[src/rtl/core_csr_bank.sv]
// Machine-mode CSR bank for the LETC core: combinational read port,
// committed write/set/clear port, trap/mret sequencing and 64-bit counters.
module core_csr_bank #(
    parameter int unsigned NUM_HPM     = 4,
    parameter logic [31:0] MHARTID     = 32'h0,
    parameter logic [31:0] RESET_MTVEC = 32'h0
) (
    input  logic                                      clk,
    input  logic                                      rst_n,
    input  logic [11:0]                               csr_sel,
    input  logic [1:0]                                csr_op,
    input  logic [31:0]                               csr_wdata,
    input  logic                                      csr_commit,
    output logic [31:0]                               csr_rdata,
    output logic                                      csr_illegal,
    input  logic                                      instret_inc,
    input  logic [((NUM_HPM > 0) ? NUM_HPM : 1)-1:0]  hpm_event,
    input  logic                                      trap_req,
    input  logic [31:0]                               trap_cause,
    input  logic [31:0]                               trap_pc,
    input  logic [31:0]                               trap_tval,
    input  logic                                      mret_req,
    output logic [31:0]                               csr_mstatus,
    output logic [31:0]                               csr_satp,
    output logic [31:0]                               csr_mtvec,
    output logic [31:0]                               csr_mepc
);

    localparam int unsigned HPM_W        = (NUM_HPM > 0) ? NUM_HPM : 1;
    localparam logic [31:0] MISA         = 32'h4000_1101;
    localparam logic [31:0] INHIBIT_MASK = 32'h5 | (((32'd1 << NUM_HPM) - 32'd1) << 3);

    logic        mstatusMie_q, mstatusMie_d;
    logic        mstatusMpie_q, mstatusMpie_d;
    logic [1:0]  mstatusMpp_q, mstatusMpp_d;
    logic [31:0] mtvec_q, mtvec_d;
    logic [31:0] satp_q, satp_d;
    logic [31:0] mepc_q, mepc_d;
    logic [31:0] mcause_q, mcause_d;
    logic [31:0] mtval_q, mtval_d;
    logic [31:0] mscratch_q, mscratch_d;
    logic [31:0] intEnable_q, intEnable_d;
    logic [31:0] countInhibit_q, countInhibit_d;
    logic [63:0] cycle_q, cycle_d;
    logic [63:0] instret_q, instret_d;
    logic [63:0] hpm_q [HPM_W];
    logic [63:0] hpm_d [HPM_W];

    logic [31:0] mstatusVal;
    logic        csrImpl;
    logic [31:0] writeVal;
    logic        doWrite;

    assign mstatusVal  = {19'b0, mstatusMpp_q, 3'b0, mstatusMpie_q, 3'b0, mstatusMie_q, 3'b0};
    assign csr_mstatus = mstatusVal;
    assign csr_satp    = satp_q;
    assign csr_mtvec   = mtvec_q;
    assign csr_mepc    = mepc_q;

    // Address decode: pre-write read value and whether the address exists
    always_comb begin
        csrImpl   = 1'b1;
        csr_rdata = 32'h0;
        case (csr_sel)
            12'hF01, 12'h301: csr_rdata = MISA;
            12'hF11, 12'hF12, 12'hF13, 12'h344: csr_rdata = 32'h0;
            12'hF14: csr_rdata = MHARTID;
            12'h300: csr_rdata = mstatusVal;
            12'h304: csr_rdata = intEnable_q;
            12'h305: csr_rdata = mtvec_q;
            12'h320: csr_rdata = countInhibit_q;
            12'h340: csr_rdata = mscratch_q;
            12'h341: csr_rdata = mepc_q;
            12'h342: csr_rdata = mcause_q;
            12'h343: csr_rdata = mtval_q;
            12'h180: csr_rdata = satp_q;
            12'hB00, 12'hC00: csr_rdata = cycle_q[31:0];
            12'hB80, 12'hC80: csr_rdata = cycle_q[63:32];
            12'hB02, 12'hC02: csr_rdata = instret_q[31:0];
            12'hB82, 12'hC82: csr_rdata = instret_q[63:32];
            default: csrImpl = 1'b0;
        endcase
        for (int i = 0; i < NUM_HPM; i++) begin
            if (csr_sel == 12'h323 + 12'(i)) begin
                csrImpl   = 1'b1;
                csr_rdata = 32'h0;
            end
            if (csr_sel == 12'hB03 + 12'(i) || csr_sel == 12'hC03 + 12'(i)) begin
                csrImpl   = 1'b1;
                csr_rdata = hpm_q[i][31:0];
            end
            if (csr_sel == 12'hB83 + 12'(i) || csr_sel == 12'hC83 + 12'(i)) begin
                csrImpl   = 1'b1;
                csr_rdata = hpm_q[i][63:32];
            end
        end
        csr_illegal = !csrImpl || (csr_op != 2'b00 && csr_sel[11:10] == 2'b11);
    end

    // Write/set/clear result and the gate that lets it land this edge
    always_comb begin
        case (csr_op)
            2'b01:   writeVal = csr_wdata;
            2'b10:   writeVal = csr_rdata | csr_wdata;
            2'b11:   writeVal = csr_rdata & ~csr_wdata;
            default: writeVal = csr_rdata;
        endcase
        doWrite = csr_commit && csr_op != 2'b00 && !csr_illegal && !trap_req && !mret_req;
    end

    // Next state: counter increments, software writes, then trap/mret sequencing
    always_comb begin
        mstatusMie_d   = mstatusMie_q;
        mstatusMpie_d  = mstatusMpie_q;
        mstatusMpp_d   = mstatusMpp_q;
        mtvec_d        = mtvec_q;
        satp_d         = satp_q;
        mepc_d         = mepc_q;
        mcause_d       = mcause_q;
        mtval_d        = mtval_q;
        mscratch_d     = mscratch_q;
        intEnable_d    = intEnable_q;
        countInhibit_d = countInhibit_q;
        cycle_d        = countInhibit_q[0] ? cycle_q : cycle_q + 64'd1;
        instret_d      = (instret_inc && !countInhibit_q[2]) ? instret_q + 64'd1 : instret_q;
        for (int i = 0; i < HPM_W; i++) begin
            hpm_d[i] = hpm_q[i];
        end
        for (int i = 0; i < NUM_HPM; i++) begin
            if (hpm_event[i] && !countInhibit_q[3+i]) begin
                hpm_d[i] = hpm_q[i] + 64'd1;
            end
            if (doWrite && csr_sel == 12'hB03 + 12'(i)) begin
                hpm_d[i] = {hpm_q[i][63:32], writeVal};
            end
            if (doWrite && csr_sel == 12'hB83 + 12'(i)) begin
                hpm_d[i] = {writeVal, hpm_q[i][31:0]};
            end
        end
        if (doWrite) begin
            case (csr_sel)
                12'h300: begin
                    mstatusMie_d  = writeVal[3];
                    mstatusMpie_d = writeVal[7];
                    if (writeVal[12:11] == 2'b00 || writeVal[12:11] == 2'b11) begin
                        mstatusMpp_d = writeVal[12:11];
                    end
                end
                12'h304: intEnable_d    = writeVal & 32'h0000_0888;
                12'h305: mtvec_d        = writeVal & ~32'h2;
                12'h320: countInhibit_d = writeVal & INHIBIT_MASK;
                12'h340: mscratch_d     = writeVal;
                12'h341: mepc_d         = writeVal & ~32'h3;
                12'h342: mcause_d       = writeVal;
                12'h343: mtval_d        = writeVal;
                12'h180: satp_d         = writeVal;
                12'hB00: cycle_d        = {cycle_q[63:32], writeVal};
                12'hB80: cycle_d        = {writeVal, cycle_q[31:0]};
                12'hB02: instret_d      = {instret_q[63:32], writeVal};
                12'hB82: instret_d      = {writeVal, instret_q[31:0]};
                default: ;
            endcase
        end
        if (trap_req) begin
            mepc_d        = trap_pc & ~32'h3;
            mcause_d      = trap_cause;
            mtval_d       = trap_tval;
            mstatusMpie_d = mstatusMie_q;
            mstatusMie_d  = 1'b0;
            mstatusMpp_d  = 2'b11;
        end else if (mret_req) begin
            mstatusMie_d  = mstatusMpie_q;
            mstatusMpie_d = 1'b1;
            mstatusMpp_d  = 2'b00;
        end
    end

    // State registers with asynchronous reset to architectural reset values
    always_ff @(posedge clk or negedge rst_n) begin
        if (!rst_n) begin
            mstatusMie_q   <= 1'b0;
            mstatusMpie_q  <= 1'b0;
            mstatusMpp_q   <= 2'b11;
            mtvec_q        <= RESET_MTVEC & ~32'h2;
            satp_q         <= '0;
            mepc_q         <= '0;
            mcause_q       <= '0;
            mtval_q        <= '0;
            mscratch_q     <= '0;
            intEnable_q    <= '0;
            countInhibit_q <= '0;
            cycle_q        <= '0;
            instret_q      <= '0;
            for (int i = 0; i < HPM_W; i++) begin
                hpm_q[i] <= '0;
            end
        end else begin
            mstatusMie_q   <= mstatusMie_d;
            mstatusMpie_q  <= mstatusMpie_d;
            mstatusMpp_q   <= mstatusMpp_d;
            mtvec_q        <= mtvec_d;
            satp_q         <= satp_d;
            mepc_q         <= mepc_d;
            mcause_q       <= mcause_d;
            mtval_q        <= mtval_d;
            mscratch_q     <= mscratch_d;
            intEnable_q    <= intEnable_d;
            countInhibit_q <= countInhibit_d;
            cycle_q        <= cycle_d;
            instret_q      <= instret_d;
            for (int i = 0; i < HPM_W; i++) begin
                hpm_q[i] <= hpm_d[i];
            end
        end
    end

endmodule

[config.mk]
export PLATFORM = sky130hd
export DESIGN_NAME = core_csr_bank
export DESIGN_NICKNAME = d
export VERILOG_FILES = /design/src/rtl/core_csr_bank.sv
export SDC_FILE = /design/constraint.sdc
export NUM_CORES = 2
export LEC_CHECK = 0
export ABC_AREA = 1
export BUFFER_PORTS_ARGS = -buffer_cell sky130_fd_sc_hd__buf_2
export CAP_MARGIN = 20
export CORE_UTILIZATION = 55
export CTS_CLUSTER_SIZE = 28
export DETAILED_ROUTE_END_ITERATION = 10
export GPL_ROUTABILITY_DRIVEN = 0
export PLACE_DENSITY_LB_ADDON = 0.2
export SETUP_SLACK_MARGIN = 0.2
export SYNTH_ARGS = -nofsm -noshare
export SYNTH_HDL_FRONTEND = slang
export SYNTH_SLANG_ARGS = --single-unit
[constraint.sdc]
create_clock -name clk -period 3.1 [get_ports clk]
set_clock_uncertainty 0.05 [all_clocks]
set_input_delay 0.465 -clock clk [delete_from_list [all_inputs] [get_ports clk]]
set_output_delay 0.465 -clock clk [all_outputs]
set_load 0.01 [all_outputs]
==> flow_summary.json, run 1 <==
{
  "run_status": "aborted with a tool error",
  "last-stage-reached": "5_1_grt",
  "run.stop_error": "[ERROR GRT-0232] Routing congestion too high. Check the congestion heatmap in the GUI.",
  "height_of_the_chip_um": 277.7,
  "synth-seq-cells": 586,
  "design.portCount": 313,
  "grt_start_max_net_pins": 100,
  "synth-main-ff-cell": "sky130_fd_sc_hd__dfrtp_1",
  "timing.repair.worst_endpoint_type": "output port",
  "numPortBuffers": 279,
  "asyncSetResetFlopFracSynth": 1.000,
  "initial_utilization": 0.5588,
  "yosys.area.top_type": "sky130_fd_sc_hd__dfrtp_1",
  "clk_path_buf_depth": 3,
  "die-width_um": 277.7,
  "synth.top_cells.by_area": "sky130_fd_sc_hd__dfrtp_1 (35%), sky130_fd_sc_hd__nand2_1 (15%), sky130_fd_sc_hd__nand3_1 (7.3%), sky130_fd_sc_hd__inv_1 (6.3%), sky130_fd_sc_hd__xor2_1 (5.4%)",
  "synthCells": 6292,
  "clock_tree.root_cell": "sky130_fd_sc_hd__clkbuf_16",
  "ys_types": 55,
  "htreeDepth": 3,
  "globalRouteOverflowTotal": 18,
  "repair-timing-grt-worst-ep": "csr_rdata[2]",
  "syn_avg_cell_area_um2": 6.645,
  "synthesis.yosys.warnings": 0,
  "numCtsBuffers": 69,
  "grtUsageTotal": 0.6178,
  "synth_seq_area_share": 0.3508,
  "core.rowCount": 100,
  "synth-edff-count": 0,
  "cts.sinks": 586,
  "synth_top_cell_area_share": 0.3495,
  "hpwlAfterDp_um": 159700,
  "mappedNetlistArea_um2": 41810
}
## cells in the mapped netlist, drive strengths merged (43+ instances only)
master  number
nand2     1719
inv        733
nand3      608
dfrtp      584
nor2       572
o21ai      459
xor2       259
nor3       204
a21oi      193
clkbuf     165
nand4      165
buf        162
o211ai     111
nor4        90
nand3b      46
o22ai       43
## what timing repair did
| item | CTS |
|---|---|
| pin swaps | 107 |
| endpoints found under the hold margin | 51 |
| buffers inserted | 62 |
| resized for setup | 449 |
| endpoints found under the setup margin | 315 |
| cloned | 7 |
| hold buffers | 7 |
## cells by family after synthesis
family | share of synthesized area
and+or+nand+nor | 0.3583
buffers and inverters | 0.1037
AOI/OAI and AO/OA | 0.1231
DFF | 0.3508
xor gates and xnor gates | 0.06138
adders and majority gates | 0.001795
muxes | 0.0007780
other | 0.00008969
## per-layer routing
| metal | track usage | overflow |
|---|---|---|
| met1 | 0.6609 | 0 |
| met2 | 0.7881 | 7 |
| met3 | 0.4182 | 0 |
| met4 | 0.5607 | 11 |
| met5 | 0.1970 | 0 |
## stage by stage
stage / hold WS, ns / instance area [um^2] / std cells / worst slack, ns / util
4_1_cts: 0.00004852 / 53290 / 8063 / -0.1680 / 0.7122
3_5_place_dp: 0.4177 / 48890 / 7868 / -0.7845 / 0.6534
3_3_place_gp: 0.4131 / 48890 / 7868 / -0.8225 / 0.6534
2_1_floorplan: 0.1194 / 41920 / 6322 / 0.2795 / -
==> inputs of run 2 (changes only) <==
- CORE_UTILIZATION: 55 -> 40
- CTS_CLUSTER_SIZE: 28 -> not set
- PLACE_DENSITY_LB_ADDON: 0.2 -> 0.15
- SETUP_SLACK_MARGIN: 0.2 -> not set
==> run 2 against run 1 <==
The flow now finishes, with violations (negative setup slack). Area after synthesis stayed put. Synthesized cell count stayed put.
==> flow_summary.json, run 2 <==
{
  "run_status": "finished, violations left",
  "violations_in_the_final_reports": "negative setup slack",
  "crit_path_max_incr_delay_ns": 0.23,
  "synthCells": 6292,
  "core-area_um2": 103600,
  "detail_route.first_pass.iterations": 7,
  "final.hold.worst_slack_ns": 0.01395,
  "route.vias.total": 52789,
  "height_of_the_chip_um": 325.3,
  "floorplan.die_area_um2": 105800,
  "wire_length_of_the_first_global_routing_pass_um": 335900,
  "insertion_delay_ns": 0.70,
  "crit_chain": "buf_8, inv_2, nor2_4, nand2_4, nor2_4, nand2_4, inv_6, buf_6, nand2_4, o21ai_0, nor3_2, buf_4, nand4_1, nand2_1, nand4_1, nor2_2, nand3_2, buf_6",
  "timing.critical_path.from_type": "input port",
  "clk_pin_slew_ns": 0.06,
  "synth_most_common_cell": "sky130_fd_sc_hd__nand2_1",
  "nets": 7405,
  "power.total_mw": 19.15,
  "layout_commonest_cell": "sky130_fd_sc_hd__nand2_1",
  "use_met3": 0.1292,
  "top_regs": "hpm_q (256), cycle_q (64), instret_q (64)",
  "post-route-period-util": 1.117,
  "p_leak_nw": 27.36,
  "fmax_mhz": 288.7,
  "area_growth_syn_to_layout_pct": 39.54,
  "clock_tree.root_cell": "sky130_fd_sc_hd__clkbuf_16",
  "worst-slew-pin-transition_ns": 0.7077,
  "holdPathStages": 3,
  "fin_ws_ns": -0.3635,
  "grtUsageTotal": 0.4363,
  "dr.first_iter.drc_count": 8273,
  "synth-main-ff-cell": "sky130_fd_sc_hd__dfrtp_1",
  "peak_vdd_ir_v": 0.0003561,
  "grt_max_usage_layer": "met2",
  "tritoncts": "yes",
  "synth_top_cell_area_share": 0.3495,
  "max_transition_margin": 0.5282,
  "htreeDepth": 3,
  "detailed_route_wire_length_um": 240300,
  "drv.max_cap_violation_count": 0,
  "finalCriticalPeriod_ns": 3.463,
  "layout_common_cells": "sky130_fd_sc_hd__nand2_1 (1573), sky130_fd_sc_hd__inv_1 (651), sky130_fd_sc_hd__buf_4 (591), sky130_fd_sc_hd__dfrtp_1 (574), sky130_fd_sc_hd__nand3_1 (542)",
  "globalRouteOverflowTotal": 0,
  "synth_seq_area_share": 0.3508,
  "hold_viol_final": 0,
  "numCtsBuffers": 73,
  "cts.sinks": 586,
  "synthesis.yosys.warnings": 0,
  "number_of_antenna_violations_at_the_first_check_in_global_routing": 16,
  "mappedNetlistArea_um2": 41810,
  "grt_setup_unrepaired": "yes",
  "preCtsSetupSlack_ns": -1.071,
  "grtUsageMet2": 0.6272,
  "initial_utilization": 0.4034,
  "grt_pass1_vias": 48448,
  "finalCoreUtilization": 0.5629,
  "numPortBuffers": 279,
  "cpMostUsedCell": "sky130_fd_sc_hd__nand2_4",
  "slew_viol_final": 0,
  "drive_above_1_share": 0.2511,
  "synth-seq-cells": 586,
  "synth.top_cells.by_area": "sky130_fd_sc_hd__dfrtp_1 (35%), sky130_fd_sc_hd__nand2_1 (15%), sky130_fd_sc_hd__nand3_1 (7.3%), sky130_fd_sc_hd__inv_1 (6.3%), sky130_fd_sc_hd__xor2_1 (5.4%)",
  "most_used_standard_cells_in_the_synthesized_netlist": "sky130_fd_sc_hd__nand2_1 (1706), sky130_fd_sc_hd__inv_1 (707), sky130_fd_sc_hd__nand3_1 (608)",
  "number_of_cells_traversed_by_the_worst_register_to_register_path": 18,
  "detail_route.drc_violations": 0,
  "timing.critical_path.fanout_max": 11,
  "power_per_unit_of_standard_cell_area_nw_per_um2": 328.2,
  "die-width_um": 325.3,
  "critical_path_required_ns": 2.58,
  "critical_path_arrival_ns": 2.95,
  "hpwlAfterDp_um": 178400,
  "endpoint_kind": "output pin",
  "report.final.setup_viol": 85,
  "grt_use_met1": 0.5320,
  "ys_types": 55,
  "clk_path_buf_depth": 3,
  "fillers": 9893,
  "yosys.area.top_type": "sky130_fd_sc_hd__dfrtp_1",
  "syn_avg_cell_area_um2": 6.645,
  "asyncSetResetFlopFracSynth": 1.000,
  "critical_path_cell_with_the_highest_stage_delay": "sky130_fd_sc_hd__nor3_2",
  "drt-vias-per-instance": 6.070,
  "design.portCount": 313,
  "largest-register": "hpm_q",
  "synth-edff-count": 0,
  "setup.worst_path.class": "input port to output pin",
  "antenna_left": 0,
  "avgRoutedWirePerCell_um": 27.64,
  "largest_register_ff_count": 256,
  "grt_start_max_net_pins": 100,
  "worst_hold_path_type": "input port to flop",
  "core.rowCount": 118
}
-- run 2: cell counts after synthesis --
Identical to the previous run, type by type.
-- run 2: critical path, delay by kind of cell --
| family | cells | cell delay (ns) |
|---|---|---|
| buffers and inverters | 6 | 0.73 |
| and+or+nand+nor | 11 | 1.60 |
| AOI/OAI and AO/OA | 1 | 0.12 |
-- run 2: final cells by class --
class                      instances  area (um^2)  share of cell area
multi-input combinational       4672        25870              0.4433
sequential                       586        14680              0.2516
timing repair buffer            1174        10680              0.1831
inverter                         739         2870             0.04919
clock buffer                      92         1988             0.03408
tap                             1380         1727             0.02959
clock inverter                    36        484.2            0.008299
antenna                           16        40.04           0.0006862
timing repair inverter             1        7.507           0.0001287
-- run 2: cells by family (layout without fill, tap and decap cells) --
family	count (synthesis)	after routing	share of synthesized area
buffers and inverters	1066	2042	0.1037
other	1	47	0.00008969
adders and majority gates	6	6	0.001795
muxes	3	3	0.0007780
DFF	586	586	0.3508
xor gates and xnor gates	293	293	0.06138
and+or+nand+nor	3434	3435	0.3583
AOI/OAI and AO/OA	903	904	0.1231
-- run 2: what timing repair did --
| item | CTS | global route |
|---|---|---|
| hold buffers | 69 | 1 |
| setup endpoints to repair | 272 | 257 |
| hold endpoints to repair | 108 | 1 |
| cloned | 2 | 6 |
| setup buffers | 95 | 64 |
| resized for setup | 682 | 359 |
| pin swaps | 172 | 212 |
-- run 2: where the power goes --
part           switching [mW]  total, mW  internal (mW)
registers               0.216       7.98           7.77
clock network            3.95       9.22           5.27
logic                    1.31       1.95          0.634
total                    5.48       19.1           13.7
-- run 2: worst paths after layout --
kind / from / to / slack (ns)
setup / recovery: csr_sel[6] / csr_rdata[10] / -0.36
hold / removal: trap_cause[9] / mcause_q[9]$_DFFE_PN0P_ / 0.01
setup reg to reg: instret_q[8]$_DFFE_PN0P_ / cycle_q[40]$_DFFE_PN0P_ / -0.12
hold reg to reg: instret_q[63]$_DFFE_PN0P_ / instret_q[63]$_DFFE_PN0P_ / 0.44
max in group asynchronous: rst_n / hpm_q[238]$_DFFE_PN0P_ / 1.62
min in group asynchronous: rst_n / mtval_q[6]$_DFFE_PN0P_ / 0.34
-- run 2: through the flow --
step / setup TNS (ns) / instance area (um^2) / cells
floorplan: 0 / 41920 / 6322
global placement: -412.75 / 50350 / 8364
detailed placement: -420.72 / 50350 / 8364
CTS: -3.127 / 56490 / 8630
global route: -14.22 / 58310 / 8681
finish: -12.05 / 58340 / 8696
-- run 2: routing by layer --
layer / wire, um / up-vias
li1: - / 22551
met5: 39 / -
met3: 31900 / 1186
met2: 98360 / 4222
met4: 25920 / 6
met1: 84120 / 24824
Power figures use the tool's default switching activity.
